### config.mk
export PLATFORM = sky130hd
export DESIGN_NAME = in_peri_ctrl
export DESIGN_NICKNAME = d
export VERILOG_FILES = /design/src/rtl/in_peri_ctrl.sv
export SDC_FILE = /design/constraint.sdc
export NUM_CORES = 1
export LEC_CHECK = 0
export CAP_MARGIN = 20
export CORE_MARGIN = 2
export CORE_UTILIZATION = 45
export CTS_CLUSTER_DIAMETER = 100
export DETAILED_ROUTE_END_ITERATION = 8
export HOLD_SLACK_MARGIN = 0.03
export PLACE_DENSITY = 0.66
export SYNTH_ARGS = -nofsm -noshare
export SYNTH_HDL_FRONTEND = slang
export SYNTH_SLANG_ARGS = --single-unit
export TNS_END_PERCENT = 20
### constraint.sdc
create_clock -name i_clk -period 2 [get_ports i_clk]
set_clock_uncertainty 0.05 [all_clocks]
set_input_delay 0.2 -clock i_clk [delete_from_list [all_inputs] [get_ports i_clk]]
set_output_delay 0.2 -clock i_clk [all_outputs]
set_load 0.1 [all_outputs]
### src/rtl/in_peri_ctrl.sv
// -----------------------------------------------------------------------------
// in_peri_ctrl
// Memory-mapped input peripheral. It samples switches and buttons, debounces
// them, and tracks button presses and switch changes. It also raises a level
// interrupt and returns formatted load data to the LSU.
//
// Register map (word offsets from BASE_ADDR):
//   0 SW_VAL    RO   debounced switches, zero-extended
//   1 BTN_VAL   RO   debounced buttons, zero-extended
//   2 BTN_PRESS W1C  per-button rising-edge capture
//   3 SW_CHG    W1C  bit0: any debounced switch changed
//   4 IRQ_EN    RW   bits[BTN_W-1:0] per button, bit31 switch change
//   5..7             read 0, writes ignored
//
// Ports:
//   i_clk       sole clock, rising edge
//   i_rst       asynchronous active-low reset
//   i_lsu_wren  store strobe
//   i_lsu_addr  byte address
//   i_st_data   store data
//   i_num_byte  load size (0001 byte, 0011 half, 1111 word)
//   i_sig_uns   1 = zero-extend, 0 = sign-extend
//   i_io_sw     raw asynchronous switch inputs
//   i_io_btn    raw asynchronous button inputs
//   o_ip_data   registered load data (1-cycle latency, 0 when not addressed)
//   o_irq       registered level interrupt
// -----------------------------------------------------------------------------
module in_peri_ctrl #(
    parameter int          SW_W      = 32,
    parameter int          BTN_W     = 4,
    parameter int          DEB_CYC   = 16,
    parameter logic [31:0] BASE_ADDR = 32'h0000_7800
) (
    input  logic             i_clk,
    input  logic             i_rst,
    input  logic             i_lsu_wren,
    input  logic [31:0]      i_lsu_addr,
    input  logic [31:0]      i_st_data,
    input  logic [3:0]       i_num_byte,
    input  logic             i_sig_uns,
    input  logic [SW_W-1:0]  i_io_sw,
    input  logic [BTN_W-1:0] i_io_btn,
    output logic [31:0]      o_ip_data,
    output logic             o_irq
);

    localparam int CH_W  = SW_W + BTN_W;
    localparam int CNT_W = $clog2(DEB_CYC);
    localparam logic [CNT_W-1:0] CNT_LAST = CNT_W'(DEB_CYC - 1);
    // Only implemented IRQ_EN bits are writable.
    localparam logic [31:0] IRQ_EN_MASK =
        32'h8000_0000 | ((32'h0000_0001 << BTN_W) - 32'h0000_0001);

    localparam logic [2:0] OFF_SW_VAL    = 3'd0;
    localparam logic [2:0] OFF_BTN_VAL   = 3'd1;
    localparam logic [2:0] OFF_BTN_PRESS = 3'd2;
    localparam logic [2:0] OFF_SW_CHG    = 3'd3;
    localparam logic [2:0] OFF_IRQ_EN    = 3'd4;

    // Switches occupy the low channels, buttons the high ones.
    logic [CH_W-1:0]  raw_s;
    logic [CH_W-1:0]  sync1_r;
    logic [CH_W-1:0]  sync2_r;
    logic [CH_W-1:0]  stable_r;
    logic [CH_W-1:0]  stable_nxt_s;
    logic [CNT_W-1:0] cnt_r     [CH_W];
    logic [CNT_W-1:0] cnt_nxt_s [CH_W];

    logic [SW_W-1:0]  sw_stable_s;
    logic [SW_W-1:0]  sw_stable_nxt_s;
    logic [BTN_W-1:0] btn_stable_s;
    logic [BTN_W-1:0] btn_stable_nxt_s;
    logic [BTN_W-1:0] btn_rise_s;
    logic [BTN_W-1:0] btn_clr_s;
    logic [BTN_W-1:0] btn_press_r;
    logic             sw_chg_set_s;
    logic             sw_chg_clr_s;
    logic             sw_chg_r;
    logic [31:0]      irq_en_r;

    logic             hit_s;
    logic             wr_hit_s;
    logic [2:0]       off_s;
    logic [31:0]      word_s;
    logic [7:0]       byte_s;
    logic [15:0]      half_s;
    logic [31:0]      fmt_s;
    logic             irq_nxt_s;

    assign raw_s            = {i_io_btn, i_io_sw};
    assign sw_stable_s      = stable_r[SW_W-1:0];
    assign btn_stable_s     = stable_r[CH_W-1:SW_W];
    assign sw_stable_nxt_s  = stable_nxt_s[SW_W-1:0];
    assign btn_stable_nxt_s = stable_nxt_s[CH_W-1:SW_W];

    assign hit_s    = (i_lsu_addr[31:5] == BASE_ADDR[31:5]);
    assign off_s    = i_lsu_addr[4:2];
    assign wr_hit_s = hit_s & i_lsu_wren;

    // Events are taken from the debounced value about to be committed, so
    // the capture registers update on the same edge as the stable value.
    assign btn_rise_s   = btn_stable_nxt_s & ~btn_stable_s;
    assign sw_chg_set_s = (sw_stable_nxt_s != sw_stable_s);

    assign btn_clr_s    = (wr_hit_s && (off_s == OFF_BTN_PRESS)) ?
                          i_st_data[BTN_W-1:0] : {BTN_W{1'b0}};
    assign sw_chg_clr_s = wr_hit_s && (off_s == OFF_SW_CHG) && i_st_data[0];

    assign irq_nxt_s = (|(btn_press_r & irq_en_r[BTN_W-1:0])) |
                       (sw_chg_r & irq_en_r[31]);

    // Per-channel debounce: count while synced differs from stable, commit at the last count.
    always_comb begin
        stable_nxt_s = stable_r;
        for (int i = 0; i < CH_W; i++) begin
            cnt_nxt_s[i] = cnt_r[i];
            if (sync2_r[i] == stable_r[i]) begin
                cnt_nxt_s[i] = {CNT_W{1'b0}};
            end else if (cnt_r[i] == CNT_LAST) begin
                stable_nxt_s[i] = sync2_r[i];
                cnt_nxt_s[i]    = {CNT_W{1'b0}};
            end else begin
                cnt_nxt_s[i] = cnt_r[i] + CNT_W'(1);
            end
        end
    end

    // Register read mux by word offset.
    always_comb begin
        case (off_s)
            OFF_SW_VAL:    word_s = 32'(sw_stable_s);
            OFF_BTN_VAL:   word_s = 32'(btn_stable_s);
            OFF_BTN_PRESS: word_s = 32'(btn_press_r);
            OFF_SW_CHG:    word_s = {31'd0, sw_chg_r};
            OFF_IRQ_EN:    word_s = irq_en_r;
            default:       word_s = 32'd0;
        endcase
    end

    // Load formatting: lane select plus sign/zero extension; unknown sizes give 0.
    always_comb begin
        case (i_lsu_addr[1:0])
            2'd1:    byte_s = word_s[15:8];
            2'd2:    byte_s = word_s[23:16];
            2'd3:    byte_s = word_s[31:24];
            default: byte_s = word_s[7:0];
        endcase
        if (i_lsu_addr[1]) begin
            half_s = word_s[31:16];
        end else begin
            half_s = word_s[15:0];
        end
        case (i_num_byte)
            4'b0001: fmt_s = i_sig_uns ? {24'd0, byte_s} : {{24{byte_s[7]}}, byte_s};
            4'b0011: fmt_s = i_sig_uns ? {16'd0, half_s} : {{16{half_s[15]}}, half_s};
            4'b1111: fmt_s = word_s;
            default: fmt_s = 32'd0;
        endcase
    end

    // Two-flop synchronisers, debounce counters and stable values.
    always_ff @(posedge i_clk or negedge i_rst) begin
        if (!i_rst) begin
            sync1_r  <= {CH_W{1'b0}};
            sync2_r  <= {CH_W{1'b0}};
            stable_r <= {CH_W{1'b0}};
            for (int i = 0; i < CH_W; i++) begin
                cnt_r[i] <= {CNT_W{1'b0}};
            end
        end else begin
            sync1_r  <= raw_s;
            sync2_r  <= sync1_r;
            stable_r <= stable_nxt_s;
            for (int i = 0; i < CH_W; i++) begin
                cnt_r[i] <= cnt_nxt_s[i];
            end
        end
    end

    // Sticky event flags (set wins over a coincident clear) and IRQ enable.
    always_ff @(posedge i_clk or negedge i_rst) begin
        if (!i_rst) begin
            btn_press_r <= {BTN_W{1'b0}};
            sw_chg_r    <= 1'b0;
            irq_en_r    <= 32'd0;
        end else begin
            btn_press_r <= (btn_press_r & ~btn_clr_s) | btn_rise_s;
            sw_chg_r    <= (sw_chg_r & ~sw_chg_clr_s) | sw_chg_set_s;
            if (wr_hit_s && (off_s == OFF_IRQ_EN)) begin
                irq_en_r <= i_st_data & IRQ_EN_MASK;
            end else begin
                irq_en_r <= irq_en_r;
            end
        end
    end

    // Registered load data and interrupt.
    always_ff @(posedge i_clk or negedge i_rst) begin
        if (!i_rst) begin
            o_ip_data <= 32'd0;
            o_irq     <= 1'b0;
        end else begin
            o_ip_data <= hit_s ? fmt_s : 32'd0;
            o_irq     <= irq_nxt_s;
        end
    end

endmodule
==> flow_summary.toml <==
[sta]
slew-limit-headroom_pct = 65.67
fmax_ghz = 0.5137
whs_ns = 0.04291
period_minus_slack_ns = 1.947
slew_viol_final = 0
fin_ws_ns = 0.05342
finalSetupViolations = 0
hold_viol = 0
worstMarginPinSlew_ns = 0.5149
rsz0062_at_grt = "no"
fin_crit_sh_pct = 97.33

[route]
drc = 0
ant_nets = 0
wl_microns = 25780
post_drt_wl_per_cell_microns = 15.95
avgViaCountPerCell = 5.227
num_vias = 8447
drt_iter0_drc = 498
drtPass1Iterations = 4

[worst_setup_path]
critPathMaxFanout = 4
cp-start-kind = "flip-flop"
critPathKind = "reg2reg"
end_kind = "flip-flop"
crit_arrival_ns = 2.32
required_ns = 2.38

[clock_network]
cts_buffers = 30
cts.sinks = 295
root_buffer = "clkbuf_16"
clockBufferDepth = 3
clock_latency_ns = 0.55
path_clk_slew_ns = 0.06
tritoncts = "built"
htree_levels = 1
post_cts_buffers = 0
postCtsHoldBufs = 23
cts_resized = 0

[floorplan]
die_w_microns = 168.2
rows = 60
die_h_microns = 168.2
die_area_sq_um = 28300
start_util_pct = 45.42
pin_count = 141
core_sq_um = 26730

[logic_synthesis]
ys.flop_type = "dfrtp_1"
synth_nets = 1139
syn_avg_cell_area_sq_um = 12.20
synth_cell_type_count = 54
synth_seq_cells = 295
yosysWarnings = 0
synth_common_cells = "dfrtp_1 (295), a21oi_1 (90), xnor2_1 (72)"
synth_area_leaders = "dfrtp_1 (61%), xnor2_1 (5.2%), mux2_2 (4.0%)"
synth_edf_count = 0
synth.most_common_cell = "dfrtp_1"
yosysTopAreaCellShare_pct = 60.82
ys_seq_area_share_pct = 60.82
synth_area_leader_cell = "dfrtp_1"
synthCells = 995
async_flop_share_pct = 100.0
synth_area_sq_um = 12140

[grt]
antenna_found_initial = 0
grt-ovfl-total = 0
grt_pass1_wl_microns = 43210
grt_pass1_vias = 8556
grt_max_degree = 79
grt_use_total_pct = 18.89

[layout]
nFillCells = 2201
postLayoutCellArea_sq_um = 15630
area_delta_synth_final_pct = 28.75
seq_area_sq_um = 7382
diodes = 0
fin_nets = 1400
multi_input_area_sq_um = 4524
drive_above_1_share_pct = 19.29

[place]
place_ws_ns = -0.3203
postPlaceCellArea_sq_um = 14410
gp_congestion = 0.8190
post-dp-hpwl_microns = 18590
port_buffers = 113

[pwr]
power.density_nw_per_um2 = 823.1
p_leak_uw = 0.006847
peakVddDrop_uv = 756.3

[run_status]
outcome = "completed"

[worst_hold_path]
hp-class = "in2reg"

[flow_run]
cap_violations = 0
flip-flops by register name (all words and copies together), names as in the netlist:
| register | cells |
|---|---|
| stable_r | 36 |
| o_ip_data | 32 |
| o_irq | 1 |
| btn_press_r | 4 |
| cnt_r | 144 |
| sw_chg_r | 1 |
| sync1_r | 36 |
| sync2_r | 36 |
| irq_en_r | 5 |
metal layers:
metal | global-route usage, % | wire length (microns)
met5 | 0 | 0
met4 | 5.247 | 680
met3 | 3.338 | 1261
met2 | 31.28 | 12220
met1 | 25.82 | 11620
per-stage QoR:
| step | instances | total power [uW] | util [%] | setup TNS, ns |
|---|---|---|---|---|
| floorplan | 995 | 6908 | - | 0 |
| global placement | 1540 | 7410 | 53.90 | -7.705 |
| detailed placement | 1540 | 7439 | 53.90 | -9.259 |
| CTS | 1614 | 13040 | 58.40 | 0 |
| global route | 1616 | 13420 | 58.47 | 0 |
| finish | 1616 | 12860 | 58.47 | 0 |
final cells by class:
class	instances	area share, %
sequential	295	47.24
multi-input combinational	645	28.95
timing repair buffer	247	13.98
clock buffer	39	5.284
tap	341	2.730
clock inverter	12	0.9287
inverter	37	0.8887
critical path, stage by stage, from the launching register on:
cell and delay [ns]:
dfrtp_1 0.42, ha_1 0.24, nand3_1 0.13, o22ai_1 0.15, nor4_1 0.28, buf_4 0.17
nand2_1 0.10, a211o_1 0.29
placed cells by master, fill, tap and decap left out, drive strengths merged, types with 35 or more instances in the layout:
cell type	n
a21oi	100
nor2b	40
clkdlybuf4s50	79
inv	37
nand3	41
ha	36
mux2	43
dfrtp	295
nand2	41
buf	143
o21ai	42
clkbuf	39
xnor2	72
nand4b	35
nor3b	40
nor2	52
cells by family (layout without fill, tap and decap cells):
logic type | Yosys count | count (layout) | synth area share, %
AOI/OAI and AO/OA | 202 | 202 | 9.958
and+or+nand+nor | 282 | 282 | 13.59
buffers and inverters | 55 | 335 | 1.938
muxes | 51 | 51 | 4.649
adders and majority gates | 36 | 36 | 3.711
xor gates and xnor gates | 74 | 74 | 5.340
DFF | 295 | 295 | 60.82
power breakdown:
| group | leakage, uW | total, uW | switching, uW | internal [uW] |
|---|---|---|---|---|
| Clock | 0.000478 | 5490 | 2220 | 3270 |
| Sequential | 0.00386 | 6440 | 216 | 6220 |
| Combinational | 0.00251 | 929 | 418 | 511 |
path summary, 6_finish.rpt:
check / start / endpoint / slack, ns / cells after the start
min reg2reg: sync1_r[5] / sync2_r[5] / 0.29 / 0
max in group asynchronous: i_rst / stable_r[22] / 1.00 / 3
max reg2reg: cnt_r[132] / sw_chg_r / 0.05 / 7
min: i_io_sw[10] / sync1_r[10] / 0.04 / 1
max: cnt_r[132] / sw_chg_r / 0.05 / 7
min in group asynchronous: i_rst / sync2_r[3] / 0.13 / 2
(Power assumes the default switching activity.)
